File: src/rtl/uart_pkg.sv
// Shared UART definitions: FSM state encoding, bit-period defaults and frame lengths
// used by both the transmit and receive paths and their benches.
package uart_pkg;

  typedef enum logic [2:0] {
    IDLE,
    START,
    DATA,
    PARITY,
    STOP
  } uart_state_t;

  localparam int BAUD_END_SYN    = 433;  // 115200 baud at 50 MHz
  localparam int BAUD_END_SIM    = 28;
  localparam int BIT_END_DEFAULT = 8;

  localparam int FRAME_BITS_8N1 = 10;
  localparam int FRAME_BITS_8E1 = 11;

  function automatic int frame_cycles(input int baud_end, input bit parity_en);
    return (parity_en ? FRAME_BITS_8E1 : FRAME_BITS_8N1) * (baud_end + 1);
  endfunction

endpackage

File: src/rtl/uart_baud_gen.sv
// Enable-gated bit-period counter 0..BAUD_END; bit_tick marks the last cycle of each bit.
// Shared by the transmit and receive paths.
module uart_baud_gen #(
  parameter int BAUD_END = 433
) (
  input  logic clk,
  input  logic rst,
  input  logic en,
  output logic bit_tick
);

  localparam int CW = (BAUD_END > 0) ? $clog2(BAUD_END + 1) : 1;

  logic [CW-1:0] cnt_reg;

  assign bit_tick = en && (cnt_reg == CW'(BAUD_END));

  // Held at zero while disabled so the first enabled cycle starts a full bit.
  always_ff @(posedge clk or posedge rst) begin
    if (rst) begin
      cnt_reg <= '0;
    end else if (!en || bit_tick) begin
      cnt_reg <= '0;
    end else begin
      cnt_reg <= cnt_reg + 1'b1;
    end
  end

endmodule

File: src/rtl/uart_tx.sv
// UART transmitter, 8N1 LSB first with a registered serial output.
// Define UART_TX_PARITY_EN to insert an even-parity bit (8E1 frames).
module uart_tx #(
  parameter int BAUD_END = uart_pkg::BAUD_END_SYN,
  parameter int BIT_END  = uart_pkg::BIT_END_DEFAULT
) (
  input  logic       sclk,
  input  logic       s_rst,
  input  logic [7:0] tx_data,
  input  logic       tx_trig,
  output logic       tx_ready,
  output logic       tx_done,
  output logic       rs232_tx
);

  import uart_pkg::*;

  uart_state_t state_reg, state_next;
  logic [7:0]  shift_reg, shift_next;
  logic [3:0]  bit_cnt_reg, bit_cnt_next;
  logic        line_reg, line_next;
  logic        done_reg, done_next;
  logic        bit_tick;
  logic        accept;
`ifdef UART_TX_PARITY_EN
  logic        parity_reg, parity_next;
`endif

  uart_baud_gen #(
    .BAUD_END(BAUD_END)
  ) u_baud (
    .clk      (sclk),
    .rst      (s_rst),
    .en       (state_reg != IDLE),
    .bit_tick (bit_tick)
  );

  assign tx_ready = (state_reg == IDLE);
  assign accept   = tx_trig && tx_ready;
  assign tx_done  = done_reg;
  assign rs232_tx = line_reg;

  always_comb begin
    state_next   = state_reg;
    shift_next   = shift_reg;
    bit_cnt_next = bit_cnt_reg;
    done_next    = 1'b0;
`ifdef UART_TX_PARITY_EN
    parity_next  = parity_reg;
`endif
    case (state_reg)
      IDLE: begin
        if (accept) begin
          state_next = START;
          shift_next = tx_data;
`ifdef UART_TX_PARITY_EN
          parity_next = ^tx_data;
`endif
        end
      end
      START: begin
        if (bit_tick) state_next = DATA;
      end
      DATA: begin
        if (bit_tick) begin
          if (bit_cnt_reg == 4'(BIT_END - 1)) begin
            bit_cnt_next = 4'd0;
`ifdef UART_TX_PARITY_EN
            state_next   = PARITY;
`else
            state_next   = STOP;
`endif
          end else begin
            bit_cnt_next = bit_cnt_reg + 4'd1;
            shift_next   = shift_reg >> 1;
          end
        end
      end
`ifdef UART_TX_PARITY_EN
      PARITY: begin
        if (bit_tick) state_next = STOP;
      end
`endif
      STOP: begin
        if (bit_tick) begin
          state_next = IDLE;
          done_next  = 1'b1;
        end
      end
      default: state_next = IDLE;
    endcase
  end

  // Line level is computed from the next state so the pin toggles exactly on bit boundaries.
  always_comb begin
    line_next = 1'b1;
    case (state_next)
      START:   line_next = 1'b0;
      DATA:    line_next = shift_next[0];
`ifdef UART_TX_PARITY_EN
      PARITY:  line_next = parity_next;
`endif
      default: line_next = 1'b1;
    endcase
  end

  always_ff @(posedge sclk or posedge s_rst) begin
    if (s_rst) begin
      state_reg   <= IDLE;
      shift_reg   <= 8'd0;
      bit_cnt_reg <= 4'd0;
      line_reg    <= 1'b1;
      done_reg    <= 1'b0;
`ifdef UART_TX_PARITY_EN
      parity_reg  <= 1'b0;
`endif
    end else begin
      state_reg   <= state_next;
      shift_reg   <= shift_next;
      bit_cnt_reg <= bit_cnt_next;
      line_reg    <= line_next;
      done_reg    <= done_next;
`ifdef UART_TX_PARITY_EN
      parity_reg  <= parity_next;
`endif
    end
  end

endmodule
File: config.mk
export PLATFORM = sky130hd
export DESIGN_NAME = uart_tx
export DESIGN_NICKNAME = d
export VERILOG_FILES = /design/src/rtl/uart_pkg.sv /design/src/rtl/uart_baud_gen.sv /design/src/rtl/uart_tx.sv
export SDC_FILE = /design/constraint.sdc
export NUM_CORES = 1
export LEC_CHECK = 0
export BUFFER_PORTS_ARGS = -buffer_cell sky130_fd_sc_hd__clkbuf_2
export CORE_MARGIN = 2
export CORE_UTILIZATION = 40
export CTS_CLUSTER_DIAMETER = 30
export DETAILED_ROUTE_END_ITERATION = 16
export GPL_ROUTABILITY_DRIVEN = 0
export PLACE_DENSITY = 0.65
export SLEW_MARGIN = 10
export SYNTH_ARGS = -nofsm -noshare
export SYNTH_HDL_FRONTEND = slang
export SYNTH_SLANG_ARGS = --single-unit
File: constraint.sdc
create_clock -name sclk -period 3.8 [get_ports sclk]
set_input_delay 0.57 -clock sclk [delete_from_list [all_inputs] [get_ports sclk]]
set_output_delay 0.57 -clock sclk [all_outputs]
set_load 0.1 [all_outputs]
==> qor.yml <==
setup_path:
  crit_path_max_fanout: 9
  cp_top_family: "buffers and inverters"
  endpoint_kind: "output pin"
  crit_type: "flip-flop to output pin"
  critical_path.startpoint_type: "flip-flop"
  cp.buffers_inverters: 1
  path_cells: "nor3_1, clkbuf_2"
  critPathMaxStageDelay_ps: 530
  critPathSlowestCell: "clkbuf_2"
  worstPathRequired_ps: 3230
  worstPathArrival_ps: 1750
power_and_ir_drop:
  irDropWorstVdd_uv: 190
  combPwrFrac_pct: 15.6
  power.leakage_uw: 0.000679
  power_density_nw_per_um2: 463
  p_int_uw: 480
  switching_power_uw: 182
  clockPowerShare_pct: 29.2
  finalPower_uw: 662
  switching_share_pct: 27.6
  sequentialPowerShare_pct: 55.2
synth:
  synth_top_area_share_pct: 48.9
  synth_seq_cells: 26
  avgSynthCellArea_um2: 11.1
  synthCells: 115
  synth_top_family_by_area: "simple AND/OR/NAND/NOR gates"
  synth-edff-count: 0
  synth_fa_ha_area_share_pct: 2.93
  synth_xor_area_share_pct: 5.47
  ys_seq_area_share_pct: 50.9
  synth_ff_type: "dfrtp_1"
  yosys_warnings: 0
  synth-compound-area-share_pct: 13.5
  synth.cell_area_um2: 1280
  synth_cell_types: 36
  synth_simple_gate_area_share_pct: 21.5
  syn_nets: 129
  synth_area_leaders: "dfrtp_1, xnor2_1, nor2_1, a22o_1, a21o_1"
  synth_top_area_cell: "dfrtp_1"
  muxShareOfSynthArea_pct: 1.76
  async_flop_share_pct: 100
status:
  outcome: "finished clean"
timing:
  relSlewSlack_pct: 37.1
  tns_ps: 0
  period_share_pct: 61.0
  finalWorstSetupSlack_ps: 1480
  fmax_mhz: 432
  finalHoldViolCount: 0
  tightest_slew_ps: 943
  period_needed_ps: 2320
  rsz0062_at_grt: "no"
  finalSetupViolCount: 0
  slew_violations: 0
  holdWs_ps: 402
  worst_clock_skew_ps: 7.58
clock_tree:
  cts_root_buffer: "clkbuf_4"
  tritoncts: "done"
  numCtsBuffers: 3
  insertion_delay_ps: 330
  path_clk_slew_ps: 150
  clock_path_buffers: 2
  cts.sinks: 26
  htree_levels: 1
  postCtsHoldBufs: 0
  cts_resized: 0
  post-cts-setup-buffers: 0
floorplan:
  start_util_pct: 41.9
  core_um2: 3050
  die-area_um2: 3670
  num_io_pins: 14
  rows: 20
  die_h_um: 60.6
  die_w_um: 60.6
finish:
  nets: 143
  regArea_um2: 652
  layout_common_cells: "dfrtp_1, nor2_1, clkbuf_2, inv_1, xnor2_1"
  drive_gt1_share_pct: 19.5
  area_growth_pct: 11.6
  diodes: 0
  final_common_cell: "dfrtp_1"
  multi_input_area_um2: 578
  fillers: 316
  postLayoutCellArea_um2: 1430
  largest_reg_flops: 9
route:
  drcViolationCount: 0
  dr.pass1.iters: 4
  routedWlPerCell_um: 13.0
  via_per_inst: 5.10
  routed_wl_mm: 2.23
  drt_iter0_markers: 55
  vias: 878
  final_antenna_net_count: 0
global_route:
  first_global_vias: 885
  grt_overflow: 0
  antenna_found_initial: 0
  grt_max_degree: 27
  grtUsageTotal_pct: 14.3
  grt_pass1_wl_mm: 3.94
place:
  portBuffers: 13
  place_ws_ps: 1630
  dp_hpwl_mm: 1.72
  dpl_cell_area_um2: 1380
worst_hold_path:
  hold_class: "primary input to async pin"
job:
  maxCapViolations: 0
## cell usage after synthesis (2+ instances only)
cell,number
a21o_1,6
a21oi_1,3
a22o_1,6
clkbuf_1,2
dfrtp_1,25
ha_1,3
inv_1,7
mux2_1,2
nand2_1,3
nand3_1,3
nand3b_1,3
nand4_1,3
nor2_1,16
nor3_1,5
xnor2_1,7
## metrics by stage
step | instances | utilization (%)
2_1_floorplan | 115 | -
3_3_place_gp | 168 | 45.1
3_5_place_dp | 168 | 45.1
4_1_cts | 172 | 46.8
5_1_grt | 172 | 46.8
6_report | 172 | 46.8
## worst reg2reg max path, cell delays in order (launching register included)
cell	delay, ps
dfrtp_1	450
or4b_1	710
nor4_4	580
nor2_2	140
a21o_1	220
## power by group through the flow
stage	Sequential, uW	Combinational [uW]	Clock [uW]
after floorplan	359	85.9	0
after global placement	366	99.5	0
after detailed placement	370	106	0
after CTS	364	107	195
after global routing	373	123	205
final	365	104	193
## kinds of logic after synthesis
group / Yosys count
buffers and inverters: 11
and+or+nand+nor: 44
xor gates and xnor gates: 8
DFF: 26
adders and majority gates: 3
muxes: 2
AOI/OAI and AO/OA: 21
## per-layer routing
metal / vias up / share of wire, % / GRT usage [%] / wire [um]
li1: 434 / - / - / -
met1: 429 / 50 / 19.6 / 1120
met2: 11 / 46 / 22.3 / 1040
met3: 4 / 2.0 / 2.77 / 44
met4: 0 / 1.2 / 6.21 / 27
met5: - / 0 / 0 / 0
## area by class of cell
cell class / count / share of cell area, %
Clock buffer: 3 / 1.58
Multi-Input combinational cell: 78 / 40.5
Tap cell: 44 / 3.85
Clock inverter: 1 / 2.10
Timing Repair Buffer: 13 / 4.55
Inverter: 7 / 1.84
Sequential cell: 26 / 45.6
## final timing paths
check,depth (start not counted),slack (ps),end,from
min in group sclk,3,450,shift_reg[7],tx_data[7]
setup / recovery,2,1480,tx_ready,state_reg[1]
setup reg to reg,4,1610,shift_reg[6],u_baud.cnt_reg[2]
hold reg to reg,1,510,shift_reg[5],shift_reg[5]
max in group asynchronous,2,2830,shift_reg[3],s_rst
hold / removal,2,400,u_baud.cnt_reg[0],s_rst
No activity file was read; power rests on OpenSTA's default activity.
